$ cat src/rtl/gat_pkg.sv
// Shared types and constants for the GAT BRAM load controller.
// Latency: n/a (types, constants and a helper only).
// Backpressure: n/a.
package gat_pkg;

  // Run sequencer states. The numeric encoding is visible in gat_debug_1.
  typedef enum logic [2:0] {
    ST_IDLE  = 3'd0,
    ST_LOAD  = 3'd1,
    ST_START = 3'd2,
    ST_BUSY  = 3'd3,
    ST_DONE  = 3'd4
  } gat_state_e;

  // Host addresses are byte addresses; BRAM addresses are 32-bit word addresses.
  localparam int BYTE2WORD_SHIFT = 2;

  // Field offsets inside gat_debug_1.
  localparam int DBG_LAYER_BIT = 0;
  localparam int DBG_ERR_BIT   = 1;
  localparam int DBG_STATE_LSB = 2;
  localparam int DBG_SEEN_LSB  = 5;

  // Optional load counters: per-channel accepted-write count and rejected-write count.
  localparam int CNT_W = 10;
  localparam int REJ_W = 2;

  // Host writes (and load_done tracking) are only honoured while the core is not running.
  function automatic logic host_window_open(input gat_state_e s);
    return (s == ST_IDLE) || (s == ST_LOAD) || (s == ST_DONE);
  endfunction

endpackage

$ cat src/rtl/gat_wr_decode.sv
// Host write decode: accept check, byte->word address slicing, one-hot BRAM strobe.
// Latency: accept/reject combinational; BRAM strobe/address/data registered, 1 cycle.
// Backpressure: none; a write that cannot be accepted is flagged as rejected and dropped.
module gat_wr_decode
  import gat_pkg::*;
#(
  parameter int TOP_WIDTH = 32,
  parameter int NUM_CH    = 3,
  parameter int CH_W      = (NUM_CH > 1) ? $clog2(NUM_CH) : 1,
  parameter int ADDR_W    = 18,
  parameter int DATA_W    = 24,
  parameter int CH_DEPTH  = 242101
) (
  input  logic                                clk,
  input  logic                                rst_n,
  input  logic                                i_open,
  input  logic                                i_wr_en,
  input  logic [CH_W-1:0]                     i_wr_ch,
  input  logic [ADDR_W+BYTE2WORD_SHIFT-1:0]   i_wr_addr,
  input  logic [TOP_WIDTH-1:0]                i_wr_data,
  output logic                                o_accept,
  output logic                                o_reject,
  output logic [NUM_CH-1:0]                   o_bram_ena,
  output logic [NUM_CH-1:0]                   o_bram_wea,
  output logic [ADDR_W-1:0]                   o_bram_addr,
  output logic [DATA_W-1:0]                   o_bram_din
);

  localparam int                HOST_AW = ADDR_W + BYTE2WORD_SHIFT;
  localparam logic [ADDR_W:0]   DEPTH_V = (ADDR_W + 1)'(CH_DEPTH);
  localparam logic [CH_W:0]     NCH_V   = (CH_W + 1)'(NUM_CH);

  logic [ADDR_W-1:0] w_word;
  logic              w_aligned;
  logic              w_ch_ok;
  logic              w_addr_ok;
  logic              w_accept;
  logic [NUM_CH-1:0] w_onehot;
  logic              w_unused_data;

  logic [NUM_CH-1:0] r_stb;
  logic [ADDR_W-1:0] r_addr;
  logic [DATA_W-1:0] r_din;

  assign w_word    = i_wr_addr[HOST_AW-1:BYTE2WORD_SHIFT];
  assign w_aligned = (i_wr_addr[BYTE2WORD_SHIFT-1:0] == '0);
  assign w_ch_ok   = ({1'b0, i_wr_ch} < NCH_V);
  assign w_addr_ok = ({1'b0, w_word} < DEPTH_V);
  assign w_accept  = i_wr_en & i_open & w_aligned & w_ch_ok & w_addr_ok;

  // Host data above DATA_W is intentionally discarded.
  assign w_unused_data = ^i_wr_data[TOP_WIDTH-1:DATA_W];

  // Decode the target channel into a one-hot strobe vector.
  always_comb begin
    w_onehot = '0;
    for (int i = 0; i < NUM_CH; i++) begin
      w_onehot[i] = (i_wr_ch == CH_W'(i));
    end
  end

  // Register the strobe; address/data only move on an accepted write.
  always_ff @(posedge clk or negedge rst_n) begin
    if (!rst_n) begin
      r_stb  <= '0;
      r_addr <= '0;
      r_din  <= '0;
    end else begin
      r_stb <= w_accept ? w_onehot : '0;
      if (w_accept) begin
        r_addr <= w_word;
        r_din  <= i_wr_data[DATA_W-1:0];
      end
    end
  end

  assign o_accept    = w_accept;
  assign o_reject    = i_wr_en & ~w_accept;
  assign o_bram_ena  = r_stb;
  assign o_bram_wea  = r_stb;
  assign o_bram_addr = r_addr;
  assign o_bram_din  = r_din;

endmodule

$ cat src/rtl/gat_bram_load_ctrl.sv
// Multi-channel host->BRAM load controller and per-layer core run sequencer.
// Latency: host write to BRAM strobe 1 cycle; core_start one cycle after required loads complete.
// Backpressure: none; writes outside the load window are dropped and raise sticky gat_error.
// Optional: define GAT_LOAD_CNT_EN to add per-channel/rejected write counters on gat_debug_2.
module gat_bram_load_ctrl
  import gat_pkg::*;
#(
  parameter int                TOP_WIDTH = 32,
  parameter int                NUM_CH    = 3,
  parameter int                CH_W      = (NUM_CH > 1) ? $clog2(NUM_CH) : 1,
  parameter int                ADDR_W    = 18,
  parameter int                DATA_W    = 24,
  parameter int                CH_DEPTH  = 242101,
  parameter logic [NUM_CH-1:0] L0_MASK   = 3'b111,
  parameter logic [NUM_CH-1:0] L1_MASK   = 3'b100
) (
  input  logic                      clk,
  input  logic                      rst_n,
  input  logic                      gat_layer,
  input  logic                      host_wr_en,
  input  logic [CH_W-1:0]           host_wr_ch,
  input  logic [ADDR_W+1:0]         host_wr_addr,
  input  logic [TOP_WIDTH-1:0]      host_wr_data,
  input  logic [NUM_CH-1:0]         load_done,
  input  logic                      core_done,
  output logic [NUM_CH-1:0]         bram_ena,
  output logic [NUM_CH-1:0]         bram_wea,
  output logic [ADDR_W-1:0]         bram_addr,
  output logic [DATA_W-1:0]         bram_din,
  output logic                      core_start,
  output logic                      core_layer,
  output logic                      gat_ready,
  output logic                      gat_error,
  output logic [TOP_WIDTH-1:0]      gat_debug_1,
  output logic [TOP_WIDTH-1:0]      gat_debug_2
);

  gat_state_e        r_state;
  gat_state_e        w_next;
  logic [NUM_CH-1:0] r_seen;
  logic              r_err;
  logic              r_layer;

  logic              w_open;
  logic              w_accept;
  logic              w_reject;
  logic [NUM_CH-1:0] w_req;
  logic [NUM_CH-1:0] w_seen_now;
  logic              w_start;
  logic              w_ready;
  logic [TOP_WIDTH-1:0] w_dbg1;

  assign w_open     = host_window_open(r_state);
  assign w_req      = gat_layer ? L1_MASK : L0_MASK;
  // A load_done arriving in the same cycle as the check counts toward completion.
  assign w_seen_now = r_seen | load_done;

  gat_wr_decode #(
    .TOP_WIDTH (TOP_WIDTH),
    .NUM_CH    (NUM_CH),
    .CH_W      (CH_W),
    .ADDR_W    (ADDR_W),
    .DATA_W    (DATA_W),
    .CH_DEPTH  (CH_DEPTH)
  ) u_wr_decode (
    .clk         (clk),
    .rst_n       (rst_n),
    .i_open      (w_open),
    .i_wr_en     (host_wr_en),
    .i_wr_ch     (host_wr_ch),
    .i_wr_addr   (host_wr_addr),
    .i_wr_data   (host_wr_data),
    .o_accept    (w_accept),
    .o_reject    (w_reject),
    .o_bram_ena  (bram_ena),
    .o_bram_wea  (bram_wea),
    .o_bram_addr (bram_addr),
    .o_bram_din  (bram_din)
  );

  // Run sequencer state register.
  always_ff @(posedge clk or negedge rst_n) begin
    if (!rst_n) begin
      r_state <= ST_IDLE;
    end else begin
      r_state <= w_next;
    end
  end

  // Next-state and Moore outputs of the run sequencer.
  always_comb begin
    w_next  = r_state;
    w_start = 1'b0;
    w_ready = 1'b0;
    case (r_state)
      ST_IDLE: begin
        w_ready = 1'b1;
        if (w_accept || (|load_done)) w_next = ST_LOAD;
      end
      ST_LOAD: begin
        if ((w_seen_now & w_req) == w_req) w_next = ST_START;
      end
      ST_START: begin
        w_start = 1'b1;
        w_next  = ST_BUSY;
      end
      ST_BUSY: begin
        if (core_done) w_next = ST_DONE;
      end
      ST_DONE: begin
        w_ready = 1'b1;
        if (w_accept || (|load_done)) w_next = ST_LOAD;
      end
      default: begin
        w_next = ST_IDLE;
      end
    endcase
  end

  // Load-completion tracking, sticky error and per-run layer latch.
  always_ff @(posedge clk or negedge rst_n) begin
    if (!rst_n) begin
      r_seen  <= '0;
      r_err   <= 1'b0;
      r_layer <= 1'b0;
    end else begin
      if ((r_state == ST_BUSY) && core_done) begin
        r_seen <= '0;
      end else if (w_open) begin
        r_seen <= w_seen_now;
      end
      if (w_reject) begin
        r_err <= 1'b1;
      end
      // Latch on entry to START so core_layer is valid alongside core_start.
      if ((r_state == ST_LOAD) && (w_next == ST_START)) begin
        r_layer <= gat_layer;
      end
    end
  end

  // Status word: {pad, done_seen, state, error, layer}.
  always_comb begin
    w_dbg1 = '0;
    w_dbg1[DBG_LAYER_BIT]           = r_layer;
    w_dbg1[DBG_ERR_BIT]             = r_err;
    w_dbg1[DBG_STATE_LSB +: 3]      = r_state;
    w_dbg1[DBG_SEEN_LSB +: NUM_CH]  = r_seen;
  end

  assign core_start  = w_start;
  assign core_layer  = r_layer;
  assign gat_ready   = w_ready;
  assign gat_error   = r_err;
  assign gat_debug_1 = w_dbg1;

`ifdef GAT_LOAD_CNT_EN
  localparam int FLAT_W = REJ_W + NUM_CH * CNT_W;

  logic [CNT_W-1:0]     r_cnt [NUM_CH];
  logic [REJ_W-1:0]     r_rej;
  logic                 w_cnt_clr;
  logic [FLAT_W-1:0]    w_flat;
  logic [TOP_WIDTH-1:0] w_dbg2;

  // Counters restart with each new load phase after a completed run.
  assign w_cnt_clr = (r_state == ST_DONE) && (w_next == ST_LOAD);

  // Saturating accepted-write counters per channel and a rejected-write counter.
  always_ff @(posedge clk or negedge rst_n) begin
    if (!rst_n) begin
      for (int i = 0; i < NUM_CH; i++) begin
        r_cnt[i] <= '0;
      end
      r_rej <= '0;
    end else begin
      for (int i = 0; i < NUM_CH; i++) begin
        if (w_cnt_clr) begin
          r_cnt[i] <= (w_accept && (host_wr_ch == CH_W'(i))) ? CNT_W'(1) : '0;
        end else if (w_accept && (host_wr_ch == CH_W'(i)) && (r_cnt[i] != '1)) begin
          r_cnt[i] <= r_cnt[i] + CNT_W'(1);
        end
      end
      if (w_cnt_clr) begin
        r_rej <= w_reject ? REJ_W'(1) : '0;
      end else if (w_reject && (r_rej != '1)) begin
        r_rej <= r_rej + REJ_W'(1);
      end
    end
  end

  // Pack {rej, cnt[NUM_CH-1..0]} and fit it to the host bus width.
  always_comb begin
    w_flat = '0;
    for (int i = 0; i < NUM_CH; i++) begin
      w_flat[i*CNT_W +: CNT_W] = r_cnt[i];
    end
    w_flat[NUM_CH*CNT_W +: REJ_W] = r_rej;
    w_dbg2 = '0;
    for (int b = 0; b < TOP_WIDTH; b++) begin
      if (b < FLAT_W) w_dbg2[b] = w_flat[b];
    end
  end

  assign gat_debug_2 = w_dbg2;
`else
  assign gat_debug_2 = '0;
`endif

endmodule

$ cat config.mk
export PLATFORM = sky130hd
export DESIGN_NAME = gat_bram_load_ctrl
export DESIGN_NICKNAME = d
export VERILOG_FILES = /design/src/rtl/gat_pkg.sv /design/src/rtl/gat_wr_decode.sv /design/src/rtl/gat_bram_load_ctrl.sv
export SDC_FILE = /design/constraint.sdc
export NUM_CORES = 1
export LEC_CHECK = 0
export CAP_MARGIN = 30
export CORE_ASPECT_RATIO = 0.8
export CORE_MARGIN = 3
export CORE_UTILIZATION = 30
export DETAILED_ROUTE_END_ITERATION = 6
export PLACE_DENSITY = 0.67
export RECOVER_POWER = 25
export SYNTH_ARGS = -nofsm -noshare
export SYNTH_HDL_FRONTEND = slang
export SYNTH_HIERARCHICAL = 1
export SYNTH_SLANG_ARGS = --single-unit
$ cat constraint.sdc
create_clock -name clk -period 1.7 [get_ports clk]
set_clock_uncertainty 0.1 [all_clocks]
set_input_delay 0.17 -clock clk [delete_from_list [all_inputs] [get_ports clk]]
set_output_delay 0.17 -clock clk [all_outputs]
set_load 0.1 [all_outputs]
==> flow_metrics.tcl <==
set metrics [dict create \
    power.total_mw 12.8 \
    postSynthRegisterBits 53 \
    synth_fa_ha_area_frac 0 \
    clock_tree.root_cell "sky130_fd_sc_hd__clkbuf_16" \
    placed_cell_area_um2 5360 \
    grt_overflow_total 0 \
    mappedNetlistArea_um2 3500 \
    numClockSinks 53 \
    post_route_cells_drive_above_1_share 0.313 \
    timing.final.setup_violations 16 \
    number_of_search_and_repair_iterations_in_the_first_detailed_routing_pass 4 \
    worstHoldPathType "in2reg" \
    wl_per_cell_um 18.4 \
    hold_start "host_wr_addr[14]" \
    postSynthAreaPerCell_um2 9.36 \
    portBuffers 113 \
    fill_cells 1000 \
    cp-end-kind "flip-flop" \
    timing.reg2reg.setup_slack_ns -0.03 \
    via_count 3422 \
    asyncSetResetFlopFracSynth 1.00 \
    max-cap-violations 0 \
    clkSlewWorstSetupHoldPaths_ns 0.07 \
    fmaxAchievable_mhz 577 \
    starting_density_of_the_core 0.314 \
    post_synth_num_cell_types 42 \
    r2r_end "u_wr_decode/o_bram_din[11]" \
    nets 550 \
    slew_headroom 0.505 \
    r2r.worst_path.cells 6 \
    synth_compound_area_frac 0.310 \
    core_area_um2 11100 \
    synth-simple-area-share 0.114 \
    ys_flop_type "sky130_fd_sc_hd__dfrtp_1" \
    critPathRequiredTime_ns 1.80 \
    tritoncts "done" \
    floorplan.die.width_um 127 \
    synth_top_family_by_area "compound AO/OA/AOI/OAI gates" \
    post-route-util 0.513 \
    final-max-slew-violation-count 0 \
    fraction_of_the_yosys_area_taken_by_sequential_cells 0.379 \
    multiplexer_fraction_of_the_synthesized_cell_area 0.00429 \
    measured_slew_at_the_worst_slew_check_pin_ns 0.743 \
    floorplan.rows 34 \
    grt_util_all_layers 0.170 \
    r2r-start "r_state[0]" \
    critPathArrivalTime_ns 1.83 \
    grt_start_max_net_pins 54 \
    drt.antenna.violating_nets 0 \
    final_design_area_no_fill_um2 5720 \
    drt_drc_violations_left 0 \
    place_inst 621 \
    finalCritPeriodShare 1.02 \
    vias_in_the_first_global_route 3495 \
    hpwl_mm 8.06 \
    critPathKind "reg2reg" \
    number_of_i_o_pins 178 \
    post_synth_xor_area_fraction 0 \
    leakagePower_nw 2.29 \
    crit_path_start "r_state[0]" \
    power.density_nw_per_um2 2240 \
    crit_end "u_wr_decode/o_bram_din[11]" \
    synth_enable_flop_cells 0 \
    crit_path_max_fanout 18 \
    cts-root-to-sink-buffers 2 \
    post-route-worst-setup-slack_ns -0.0334 \
    via_per_inst 5.39 \
    yosysWarningCount 6 \
    dieHeight_um 103 \
    clk_lat_worst_skew_ns 0.28 \
    setup_tns_ns -0.188 \
    areaGrowthSynthToFinish_pct 63.4 \
    h-tree-depth 2 \
    dr_iter_0_viols 232 \
    routabilityCongestion 0.786 \
    post-place-ws_ns -0.680 \
    crit_path_start_kind "flip-flop" \
    cts_buffers 5 \
    failing_checks "setup timing" \
    die-area_um2 13000 \
    setup_repair_after_global_routing_missed_its_margin "yes" \
    synthCells 374 \
    grt_first_pass_wirelength_mm 18.3 \
    number_of_antenna_violations_at_the_first_check_in_global_routing 1 \
    hold_violations 0 \
    run_status "complete, but fails checks" \
    irDropWorstVdd_mv 1.29 \
    detail_route.wirelength_mm 11.7 \
    min_period_ns 1.73 \
    finish.cell_count_without_fillers 635 \
    fin_worst_hold_slack_ns 0.211 \
]
[per-layer routing]
metal | vias to the layer above | global-route usage | share of wire
met2 | 161 | 0.297 | 0.51
met4 | 0 | 0.0478 | 0.015
met3 | 16 | 0.0357 | 0.080
met1 | 1691 | 0.215 | 0.39
li1 | 1554 | - | -
met5 | - | 0 | 0
[state kept, by name, indices dropped and copies added (netlist names)]
register                 count
core_layer                   1
gat_error                    1
r_seen                       3
r_state                      3
u_wr_decode/o_bram_addr     18
u_wr_decode/o_bram_din      24
u_wr_decode/o_bram_ena       3
[placed cells by master, fill, tap and decap left out, drive strengths merged, types with 2 or more instances in the layout]
master	instances
a211o	2
a21oi	8
buf	99
clkbuf	10
clkdlybuf4s15	4
clkdlybuf4s50	35
conb	56
dfrtp	53
diode	2
dlygate4sd2	12
inv	4
nand2	3
nand2b	3
nand3	42
nand4	3
nor2	6
nor4	4
nor4b	2
o2111ai	41
o211a	3
o211ai	37
o21ai	45
[synth_stat cells, drive strengths merged, types with 3 or more instances]
| cell | instances | area (um^2) |
|---|---|---|
| a21oi | 8 | 40.0 |
| clkbuf | 29 | 109 |
| buf | 72 | 547 |
| o211a | 3 | 30.0 |
| nor2 | 6 | 22.5 |
| nand2b | 3 | 18.8 |
| nor4 | 4 | 46.3 |
| nand2 | 3 | 11.3 |
| nand3 | 42 | 210 |
| inv | 4 | 15.0 |
| nand4 | 3 | 18.8 |
| dfrtp | 53 | 1330 |
| o2111ai | 41 | 365 |
| o21ai | 45 | 225 |
| o211ai | 37 | 328 |
[cells by family after synthesis]
logic type / after synthesis
flip-flops: 53
AO/OA/AOI/OAI: 145
other: 1
buffers and inverters: 105
AND/OR/NAND/NOR: 69
multiplexers: 1
[worst max-delay path, stage by stage, from the launching register on]
cell and delay, ns:
sky130_fd_sc_hd__dfrtp_4 0.49, sky130_fd_sc_hd__a21oi_4 0.18, sky130_fd_sc_hd__and4_4 0.30, sky130_fd_sc_hd__buf_8 0.15, sky130_fd_sc_hd__buf_12 0.15, sky130_fd_sc_hd__nand3_1 0.08, sky130_fd_sc_hd__o211ai_1 0.18
[power breakdown]
group,internal [mW],total [mW],switching (mW)
sequential,1.85,2.64,0.795
combinational,3.02,9.15,6.13
clock,0.589,1.02,0.436
total,5.46,12.8,7.36
[timing repair]
| item | CTS | global route |
|---|---|---|
| gates cloned | 0 | 1 |
| endpoints found under the hold margin | 53 | 0 |
| resized for setup | 38 | 18 |
| setup endpoints to repair | 48 | 47 |
| pin swaps | 11 | 11 |
| setup buffers | 2 | 0 |
| hold buffers | 1 | 0 |
[worst min-delay path by stage]
| stage | endpoint | slack (ns) | cells after the start |
|---|---|---|---|
| finish | u_wr_decode/o_bram_addr[12] | 0.21 | 3 |
| global route | u_wr_decode/o_bram_addr[12] | 0.23 | 3 |
| CTS | u_wr_decode/o_bram_addr[12] | 0.21 | 3 |
| detailed placement | core_layer | 0.09 | 2 |
| global placement | core_layer | 0.09 | 2 |
| floorplan | core_layer | -0.23 | 0 |
[cell type report]
| class | instances | area [um^2] | area share |
|---|---|---|---|
| Clock buffer | 8 | 146 | 0.0256 |
| Sequential cell | 53 | 1340 | 0.234 |
| Timing Repair Buffer | 153 | 2120 | 0.371 |
| Tap cell | 144 | 180 | 0.0315 |
| Antenna cell | 2 | 5.00 | 0.000875 |
| Multi-Input combinational cell | 271 | 1910 | 0.334 |
| Inverter | 4 | 15.0 | 0.00263 |
(Power assumes the default switching activity.)
